<file path="src/rtl/mem_map_pkg.sv">
// mem_map_pkg: mapping-mode enum and open-row table entry shared by the address mapper.
package mem_map_pkg;
    typedef enum logic {MAP_RBC = 1'b0, MAP_RCB = 1'b1} map_mode_e;
    // Entries keep a fixed-width row so the struct works for any ROW_BITS up to this limit.
    localparam int MAX_ROW_BITS = 32;
    typedef struct packed {
        logic                    valid;
        logic [MAX_ROW_BITS-1:0] row;
    } bank_entry_t;
endpackage

</file>
<file path="src/rtl/addr_field_decode.sv">
// addr_field_decode: combinational row/col/bank-group/bank extraction for both mapping modes.
// ADDR_MAPPER_XOR_HASH_EN folds low row bits into the bank-group and bank fields.
module addr_field_decode
    import mem_map_pkg::*;
#(
    parameter int ROW_BITS   = 8,
    parameter int COL_BITS   = 4,
    parameter int PADDR_BITS = 19,
    parameter int BG_BITS    = 2,
    parameter int BA_BITS    = 1
) (
    input  logic                  mode_in,
    input  logic [PADDR_BITS-1:0] addr_in,
    output logic [ROW_BITS-1:0]   row_out,
    output logic [COL_BITS-1:0]   col_out,
    output logic [BG_BITS-1:0]    bg_out,
    output logic [BA_BITS-1:0]    ba_out
);
    localparam int ROW_LSB = COL_BITS + BG_BITS + BA_BITS;
    map_mode_e          mode;
    logic [BG_BITS-1:0] bg_raw;
    logic [BA_BITS-1:0] ba_raw;
    logic               unused_addr;
    assign mode        = map_mode_e'(mode_in);
    assign unused_addr = ^addr_in;
    assign row_out     = addr_in[ROW_LSB +: ROW_BITS];
    assign col_out     = (mode == MAP_RBC) ? addr_in[0 +: COL_BITS] : addr_in[BG_BITS+BA_BITS +: COL_BITS];
    assign ba_raw      = (mode == MAP_RBC) ? addr_in[COL_BITS +: BA_BITS] : addr_in[0 +: BA_BITS];
    assign bg_raw      = (mode == MAP_RBC) ? addr_in[COL_BITS+BA_BITS +: BG_BITS] : addr_in[BA_BITS +: BG_BITS];
`ifdef ADDR_MAPPER_XOR_HASH_EN
    if (ROW_BITS < BG_BITS + BA_BITS) begin : g_row_chk
        $error("addr_field_decode: ROW_BITS must be >= BG_BITS+BA_BITS when hashing");
    end
    assign bg_out = bg_raw ^ row_out[0 +: BG_BITS];
    assign ba_out = ba_raw ^ row_out[BG_BITS +: BA_BITS];
`else
    assign bg_out = bg_raw;
    assign ba_out = ba_raw;
`endif
endmodule

</file>
<file path="src/rtl/addr_mapper.sv">
// addr_mapper: registered address decode with per-bank open-row tracking (hit/conflict).
// ADDR_MAPPER_XOR_HASH_EN selects XOR bank hashing in the decoder; the table indexes the hashed bank.
module addr_mapper
    import mem_map_pkg::*;
#(
    parameter int  ROW_BITS        = 8,
    parameter int  COL_BITS        = 4,
    parameter int  PADDR_BITS      = 19,
    parameter int  BANK_GROUPS     = 4,
    parameter int  BANKS_PER_GROUP = 2,
    localparam int BG_BITS         = $clog2(BANK_GROUPS),
    localparam int BA_BITS         = $clog2(BANKS_PER_GROUP)
) (
    input  logic                  clk_in,
    input  logic                  rst_n_in,
    input  logic                  mode_in,
    input  logic                  req_valid_in,
    output logic                  req_ready_out,
    input  logic [PADDR_BITS-1:0] addr_in,
    input  logic                  write_in,
    output logic                  out_valid_out,
    input  logic                  out_ready_in,
    output logic [ROW_BITS-1:0]   row_out,
    output logic [COL_BITS-1:0]   col_out,
    output logic [BG_BITS-1:0]    bg_out,
    output logic [BA_BITS-1:0]    ba_out,
    output logic                  write_out,
    output logic                  row_hit_out,
    output logic                  row_conflict_out,
    input  logic                  precharge_in,
    input  logic [BG_BITS-1:0]    pre_bg_in,
    input  logic [BA_BITS-1:0]    pre_ba_in
);
    localparam int IDX_BITS = BG_BITS + BA_BITS;
    localparam int NB       = BANK_GROUPS * BANKS_PER_GROUP;
    if (PADDR_BITS < ROW_BITS + COL_BITS + IDX_BITS || ROW_BITS > MAX_ROW_BITS) begin : g_param_chk
        $error("addr_mapper: PADDR_BITS too small or ROW_BITS too large");
    end
    logic                valid_q, valid_d, write_q, write_d;
    logic [ROW_BITS-1:0] row_q, row_d, dec_row;
    logic [COL_BITS-1:0] col_q, col_d, dec_col;
    logic [BG_BITS-1:0]  bg_q, bg_d, dec_bg;
    logic [BA_BITS-1:0]  ba_q, ba_d, dec_ba;
    bank_entry_t         bank_q [NB];
    bank_entry_t         bank_d [NB];
    bank_entry_t         cur;
    logic [IDX_BITS-1:0] cur_idx, pre_idx;
    logic                accept, out_hs, row_match;
    addr_field_decode #(
        .ROW_BITS(ROW_BITS), .COL_BITS(COL_BITS), .PADDR_BITS(PADDR_BITS),
        .BG_BITS(BG_BITS), .BA_BITS(BA_BITS)
    ) u_decode (
        .mode_in(mode_in), .addr_in(addr_in),
        .row_out(dec_row), .col_out(dec_col), .bg_out(dec_bg), .ba_out(dec_ba)
    );
    assign req_ready_out    = !valid_q || out_ready_in;
    assign accept           = req_valid_in && req_ready_out;
    assign out_hs           = valid_q && out_ready_in;
    assign cur_idx          = {bg_q, ba_q};
    assign pre_idx          = {pre_bg_in, pre_ba_in};
    assign cur              = bank_q[cur_idx];
    assign row_match        = cur.row == MAX_ROW_BITS'(row_q);
    assign row_hit_out      = valid_q && cur.valid && row_match;
    assign row_conflict_out = valid_q && cur.valid && !row_match;
    assign out_valid_out    = valid_q;
    assign row_out          = row_q;
    assign col_out          = col_q;
    assign bg_out           = bg_q;
    assign ba_out           = ba_q;
    assign write_out        = write_q;
    always_comb begin
        valid_d = accept ? 1'b1 : (out_hs ? 1'b0 : valid_q);
        row_d   = accept ? dec_row : row_q;
        col_d   = accept ? dec_col : col_q;
        bg_d    = accept ? dec_bg : bg_q;
        ba_d    = accept ? dec_ba : ba_q;
        write_d = accept ? write_in : write_q;
    end
    // The handshake write is applied after the precharge clear so it wins on the same bank.
    always_comb begin
        bank_d = bank_q;
        for (int i = 0; i < NB; i++) begin
            if (precharge_in && pre_idx == IDX_BITS'(i)) bank_d[i].valid = 1'b0;
            if (out_hs && cur_idx == IDX_BITS'(i)) bank_d[i] = {1'b1, MAX_ROW_BITS'(row_q)};
        end
    end
    always_ff @(posedge clk_in or negedge rst_n_in) begin
        if (!rst_n_in) begin
            valid_q <= 1'b0;
            row_q   <= '0;
            col_q   <= '0;
            bg_q    <= '0;
            ba_q    <= '0;
            write_q <= 1'b0;
            for (int i = 0; i < NB; i++) bank_q[i] <= '0;
        end else begin
            valid_q <= valid_d;
            row_q   <= row_d;
            col_q   <= col_d;
            bg_q    <= bg_d;
            ba_q    <= ba_d;
            write_q <= write_d;
            bank_q  <= bank_d;
        end
    end
endmodule

</file>
<file path="config.mk">
export PLATFORM = sky130hd
export DESIGN_NAME = addr_mapper
export DESIGN_NICKNAME = d
export VERILOG_FILES = /design/src/rtl/mem_map_pkg.sv /design/src/rtl/addr_field_decode.sv /design/src/rtl/addr_mapper.sv
export SDC_FILE = /design/constraint.sdc
export NUM_CORES = 1
export LEC_CHECK = 0
export CAP_MARGIN = 30
export CORE_ASPECT_RATIO = 0.6
export CORE_UTILIZATION = 40
export DETAILED_ROUTE_END_ITERATION = 16
export SYNTH_ARGS = -nofsm -noshare
export SYNTH_HDL_FRONTEND = slang
export SYNTH_SLANG_ARGS = --single-unit
</file>
<file path="constraint.sdc">
create_clock -name clk_in -period 6.1 [get_ports clk_in]
set_clock_uncertainty 0.05 [all_clocks]
set_input_delay 1.22 -clock clk_in [delete_from_list [all_inputs] [get_ports clk_in]]
set_output_delay 1.22 -clock clk_in [all_outputs]
set_load 0.02 [all_outputs]
</file>
==> results of run 1 <==
[report_power, final]
group,internal (mW),total [mW],switching [mW],leakage (nW)
sequential,0.830,0.970,0.140,1.08
combinational,0.358,0.613,0.255,0.916
clock,0.313,0.540,0.227,0.137
[path summary, 6_finish.rpt]
path | startpoint | to | slack (ns) | cells past startpoint
max in group asynchronous | rst_n_in | bank_q[236] | 4.54 | 3
min reg2reg | col_out[1] | col_out[1] | 0.43 | 2
max | ba_out | row_hit_out | 1.33 | 8
max reg2reg | ba_out | bank_q[73] | 3.68 | 4
min | col_out[1] | col_out[1] | 0.43 | 2
min in group asynchronous | rst_n_in | bank_q[106] | 0.67 | 1
[kinds of logic after synthesis]
family                    after synthesis  synth area share [%]
muxes                                 108                  29.1
DFF                                    89                  52.7
and+or+nand+nor                        54                  7.01
AOI/OAI and AO/OA                      35                  6.39
buffers and inverters                  24                  3.14
xor gates and xnor gates                8                  1.66
[tightest hold or removal path: stages (launching register included)]
cell and delay [ns]:
dfrtp_1 0.34, nand2_1 0.04, o21ai_0 0.06
[metrics by stage]
| stage | utilization [%] | cell area [µm²] | instances |
|---|---|---|---|
| 2_1_floorplan | - | 4230 | 318 |
| 3_3_place_gp | 47.1 | 4740 | 479 |
| 3_5_place_dp | 47.1 | 4740 | 479 |
| 4_1_cts | 50.0 | 5020 | 494 |
| 5_1_grt | 50.2 | 5050 | 495 |
| 6_report | 50.2 | 5050 | 495 |
[sequential cells by signal, indices dropped and copies added (netlist names)]
register       cells
bank_q            72
row_out            8
col_out            4
bg_out             2
ba_out             1
out_valid_out      1
write_out          1
[cell usage in the layout, fill, tap and decap left out, drive strengths merged, types with 4 or more instances in the layout]
master         synthesis  final
nand2b                 6      6
a21o                   6      6
mux4                   4      4
mux2                  80     80
nand3                  8      8
mux2i                 24     24
clkdlybuf4s50          0     43
nor2                   9      9
buf                   18      6
dfrtp                 89     89
nand2                 17     17
xor2                   6      6
o22ai                  4      4
clkbuf                 4      9
o21ai                  7      7
[per-layer routing]
metal	up-vias	part of all wire [%]
li1	1229	-
met3	10	4.3
met5	-	0
met1	1351	50
met2	45	45
met4	0	1.0
[final cells by class]
cell class	count	share of cell area (%)
clock inverters	6	1.19
clock buffers	9	4.46
multi-input cells	205	37.0
repair buffers	49	9.81
inverters	2	0.149
flip-flops and latches	89	44.1
well taps	135	3.34
==> reports/results.ini, run 1 <==
[cts]
clock_latency_ns=0.35
cts_made_buffers=9
cts_resized=0
clock_sinks=89
cts.path.max_buffers=2
cts-root-buf=clkbuf_16
postCtsSetupBuffers=0
htreeDepth=3
cts_tree=done
clk_transition_reported_paths_ns=0.06
postCtsHoldBufs=0

[yosys]
synth_edf_count=0
yosysWarnings=0
synth_common_cells=89 x dfrtp_1, 77 x mux2_2, 24 x mux2i_1
synthesis.area_um2=4230
synth_top_area_share_pct=52.7
yosys_register_bits=89
async_reset_ff_share_pct=100
syn-num-nets=347
postSynthCellCount=318
postSynthAreaPerCell_um2=13.3
synth_ff_type=dfrtp_1
synth_most_common_cell=dfrtp_1
synth_top_area_cell=dfrtp_1
yosysUniqueCellTypes=42
synth_area_leaders=dfrtp_1 53%, mux2_2 21%, mux2i_1 5.7%
yosysSeqAreaShare_pct=52.7

[critical_path]
crit_path_max_incr_delay_ns=0.67
worstPathRequired_ns=4.83
worst-path-buf-inv=2
critPathTopFamily=buffers and inverters
start_kind=register
crit_chain=buf_4 -> nand2b_1 -> o2bb2ai_1 -> a211oi_1 -> xnor2_1 -> nand4_1 -> nor4b_2 -> clkdlybuf4s50_1
end_kind=primary output
cp_max_fo=29
critPathArrivalTime_ns=3.50
path_class=register to primary output
crit_path_top_delay_cell=clkdlybuf4s50_1

[cells_and_area]
multi_input_area_um2=1870
drive_above_1_share_pct=30.8
fillerInstances=868
antenna-diode-count=0
area_growth_pct=19.5
finalNetCount=385
regArea_um2=2230

[global_routing]
grt-ovfl-total=0
grt_use_met3_pct=5.37
grt_pass1_vias=2662
use_met2_pct=28.9
grt_pass1_wl_um=14800
track_usage_pct=18.8
antenna_found_initial=0
grt_busiest_layer=met2
use_met1_pct=25.9
grt_max_degree=76

[placement]
gp_congestion=0.754
dp_hpwl_um=6150
io_buffers=44
dp_slack_ns=1.70

[sta]
fin_tns_setup_ns=0
rsz0062_at_grt=no
period_share_pct=78.1
relSlewSlack_pct=38.7
fin_ws_ns=1.33
setup_viol=0
period_needed_ns=4.77
timing.hold.ws_ns=0.429
report.final.hold_viol_count=0
tightestPinTransition_ns=0.917
slew_viol_final=0
max_clock_freq_mhz=210

[pwr]
power_leakage_nw=2.13
cellPowerDensity_nw_per_um2=420
max-vdd-ir-drop_uv=174
finalPower_mw=2.12

[routing]
drtIter0Drc=90
wl_per_cell_um=19.0
via_per_inst=5.32
vias=2635
wl_um=9390
dr.pass1.iters=4
drc=0
drtAntennaViolNets=0

[floorplan]
fp.dieH_um=81.6
ioPinCount=49
die-area_um2=11000
start_util_pct=42.0
core_area_um2=10100
die_x_um=135
rows=28

[status]
outcome=completed

[hold_path]
hold_class=register to register

[run]
cap_viol_max_count=0

No activity file was read; power rests on OpenSTA's default activity.
==> run 2: changes to the inputs <==
==> constraint.sdc (replaced) <==
create_clock -name clk_in -period 4.68 [get_ports clk_in]
set_clock_uncertainty 0.05 [all_clocks]
set_input_delay 0.936 -clock clk_in [delete_from_list [all_inputs] [get_ports clk_in]]
set_output_delay 0.936 -clock clk_in [all_outputs]
set_load 0.02 [all_outputs]
==> run 2 against run 1 <==
First-iteration DRC count is 42% higher. Global-route usage hardly changed. Largest cell class unchanged. Utilization is 0.19 points higher. Combinational power is 30% higher. Worst setup slack worse by 0.97 ns. Design area is 0.37% higher. Critical path depth is 2 lower. Critical path type unchanged. Sequential cell count stayed put. Via count is 0.15% lower. Wire length hardly changed.
==> reports/results.ini, run 2 (synthesis gave the netlist of run 1 again) <==
[global_routing]
grt_busiest_layer=met2
grt_pass1_wl_um=15000  ; +0.84%
use_met2_pct=28.2  ; -0.67 points
grt_max_degree=54  ; -29%
grt_use_met3_pct=4.63  ; -0.74 points
antenna_found_initial=0  ; unchanged
use_met1_pct=26.8  ; +0.97 points
grt-ovfl-total=0  ; unchanged
track_usage_pct=18.8  ; -0.036 points
grt_pass1_vias=2617  ; -1.7%

[critical_path]
cp_max_fo=15  ; -48%
crit_path_top_delay_cell=dfrtp_1
crit_path_max_incr_delay_ns=0.77  ; +0.10 ns
critPathArrivalTime_ns=3.34  ; -0.16 ns
path_class=register to primary output
startpoint=ba_out
worstPathRequired_ns=3.69  ; -1.14 ns
start_kind=register
r2r_start=ba_out
end_kind=primary output
timing.reg2reg.setup_slack_ns=2.32  ; -1.36 ns
crit_chain=mux4_2 -> mux2i_1 -> xor2_1 -> nand4_1 -> nor4b_2 -> clkdlybuf4s50_1

[sta]
setup_viol=0  ; unchanged
fin_tns_setup_ns=0  ; unchanged
rsz0062_at_grt=no
period_needed_ns=4.32
period_share_pct=92.3
report.final.hold_viol_count=0  ; unchanged
relSlewSlack_pct=39.5  ; +0.76 points
max_clock_freq_mhz=231
slew_viol_final=0  ; unchanged
fin_ws_ns=0.358  ; -0.975 ns
tightestPinTransition_ns=0.906  ; -0.0114 ns

[cells_and_area]
largest_register_ffs=72  ; unchanged
drive_above_1_share_pct=31.6  ; +0.76 points
antenna-diode-count=0  ; unchanged
finalNetCount=388  ; +0.78%
area_growth_pct=19.9
top_register=bank_q
layout_commonest_cell=dfrtp_1
final_cell_mix=89 x dfrtp_1, 77 x mux2_2, 43 x clkdlybuf4s50_1

[placement]
dp_hpwl_um=6400  ; +4.1%
io_buffers=44  ; unchanged
dp_slack_ns=0.706  ; -0.991 ns
gp_congestion=0.748  ; -0.80%

[floorplan]
start_util_pct=42.0  ; unchanged
fp.dieH_um=81.6  ; unchanged
ioPinCount=49  ; unchanged
core_area_um2=10100  ; unchanged
rows=28  ; unchanged
die-area_um2=11000  ; unchanged
die_x_um=135  ; unchanged

[cts]
clk_transition_reported_paths_ns=0.07  ; about the same
postCtsHoldBufs=0  ; unchanged
cts_made_buffers=9  ; unchanged
cts_tree=done
cts-root-buf=clkbuf_16
cts.path.max_buffers=2  ; unchanged
cts_resized=0  ; unchanged
htreeDepth=3  ; unchanged
clock_sinks=89  ; unchanged
postCtsSetupBuffers=0  ; unchanged
clock_latency_ns=0.35  ; about the same

[pwr]
power_leakage_nw=2.15  ; +0.61%
max-vdd-ir-drop_uv=216  ; +24%
cellPowerDensity_nw_per_um2=554  ; +32%

[routing]
vias=2631  ; -0.15%
wl_um=9400  ; about the same
via_per_inst=5.27  ; -0.95%
drtIter0Drc=128  ; +42%
dr.pass1.iters=4  ; unchanged
wl_per_cell_um=18.8  ; -0.72%
drtAntennaViolNets=0  ; unchanged
drc=0  ; unchanged

[hold_path]
min_from=bank_q[65]
hold_class=register to register

[run]
cap_viol_max_count=0  ; unchanged

[status]
outcome=completed

## run 2: cell count changes in the layout (fill, tap and decap cells not counted), sizes merged
cell,previous run,this run
inv,2,5
buf,6,9
clkinv,3,1
## run 2: per-layer routing
layer | vias to the layer above | wire length (µm)
li1 | 1237 | -
met1 | 1334 | 4710
met2 | 49 | 4170
met3 | 11 | 417
met4 | 0 | 101
met5 | - | 0
## run 2: worst paths after layout
check / to / cells past startpoint
min in group asynchronous: write_out / 1
max in group asynchronous: out_valid_out / 2
worst min register to register: bank_q[65] / 1
worst min-delay path: bank_q[65] / 1
worst max-delay path: row_hit_out / 6
worst max register to register: bank_q[138] / 3
## run 2: report_power, final
part / switching, mW / internal (mW) / total [mW]
combinational: 0.328 / 0.470 / 0.798
sequential: 0.195 / 1.08 / 1.28
clock: 0.316 / 0.418 / 0.734
total: 0.838 / 1.97 / 2.81
## run 2: worst max-delay path: cells and delay by family (launching register included)
family                 cells  cell delay, ns
flip-flops                 1            0.77
buffers and inverters      1            0.68
multiplexers               2            0.77
AND/OR/NAND/NOR            2            0.58
XOR/XNOR                   1            0.20
## run 2: cell type report
type                            instances  area [µm²]
Clock buffer                            9         225
Clock inverter                          7        76.3
Fill cell                             854        4980
Inverter                                2        7.51
Multi-Input combinational cell        205        1870
Sequential cell                        89        2230
Tap cell                              135         169
Timing Repair Buffer                   52         498
## run 2: metrics by stage
stage	total power, mW	utilization, %	hold slack [ns]	area [µm²]	std cells
2_1_floorplan	1.85	-	0.394	4230	318
3_3_place_gp	2.06	47.4	0.403	4770	483
3_5_place_dp	2.10	47.4	0.414	4770	483
4_1_cts	2.84	50.4	0.429	5070	499
5_1_grt	2.98	50.4	0.436	5070	499
6_report	2.81	50.4	0.424	5070	499
==> run 3: changes to the inputs <==
--- a/config.mk
+++ b/config.mk
@@ -5,10 +5,11 @@
 export SDC_FILE = /design/constraint.sdc
 export NUM_CORES = 1
 export LEC_CHECK = 0
-export CAP_MARGIN = 30
+export CAP_MARGIN = 20
 export CORE_ASPECT_RATIO = 0.6
 export CORE_UTILIZATION = 40
 export DETAILED_ROUTE_END_ITERATION = 16
+export SKIP_CTS_REPAIR_TIMING = 1
 export SYNTH_ARGS = -nofsm -noshare
 export SYNTH_HDL_FRONTEND = slang
 export SYNTH_SLANG_ARGS = --single-unit
==> results of run 3 <==
No change in the layout: final DEF, timing and power equal those of run 2.
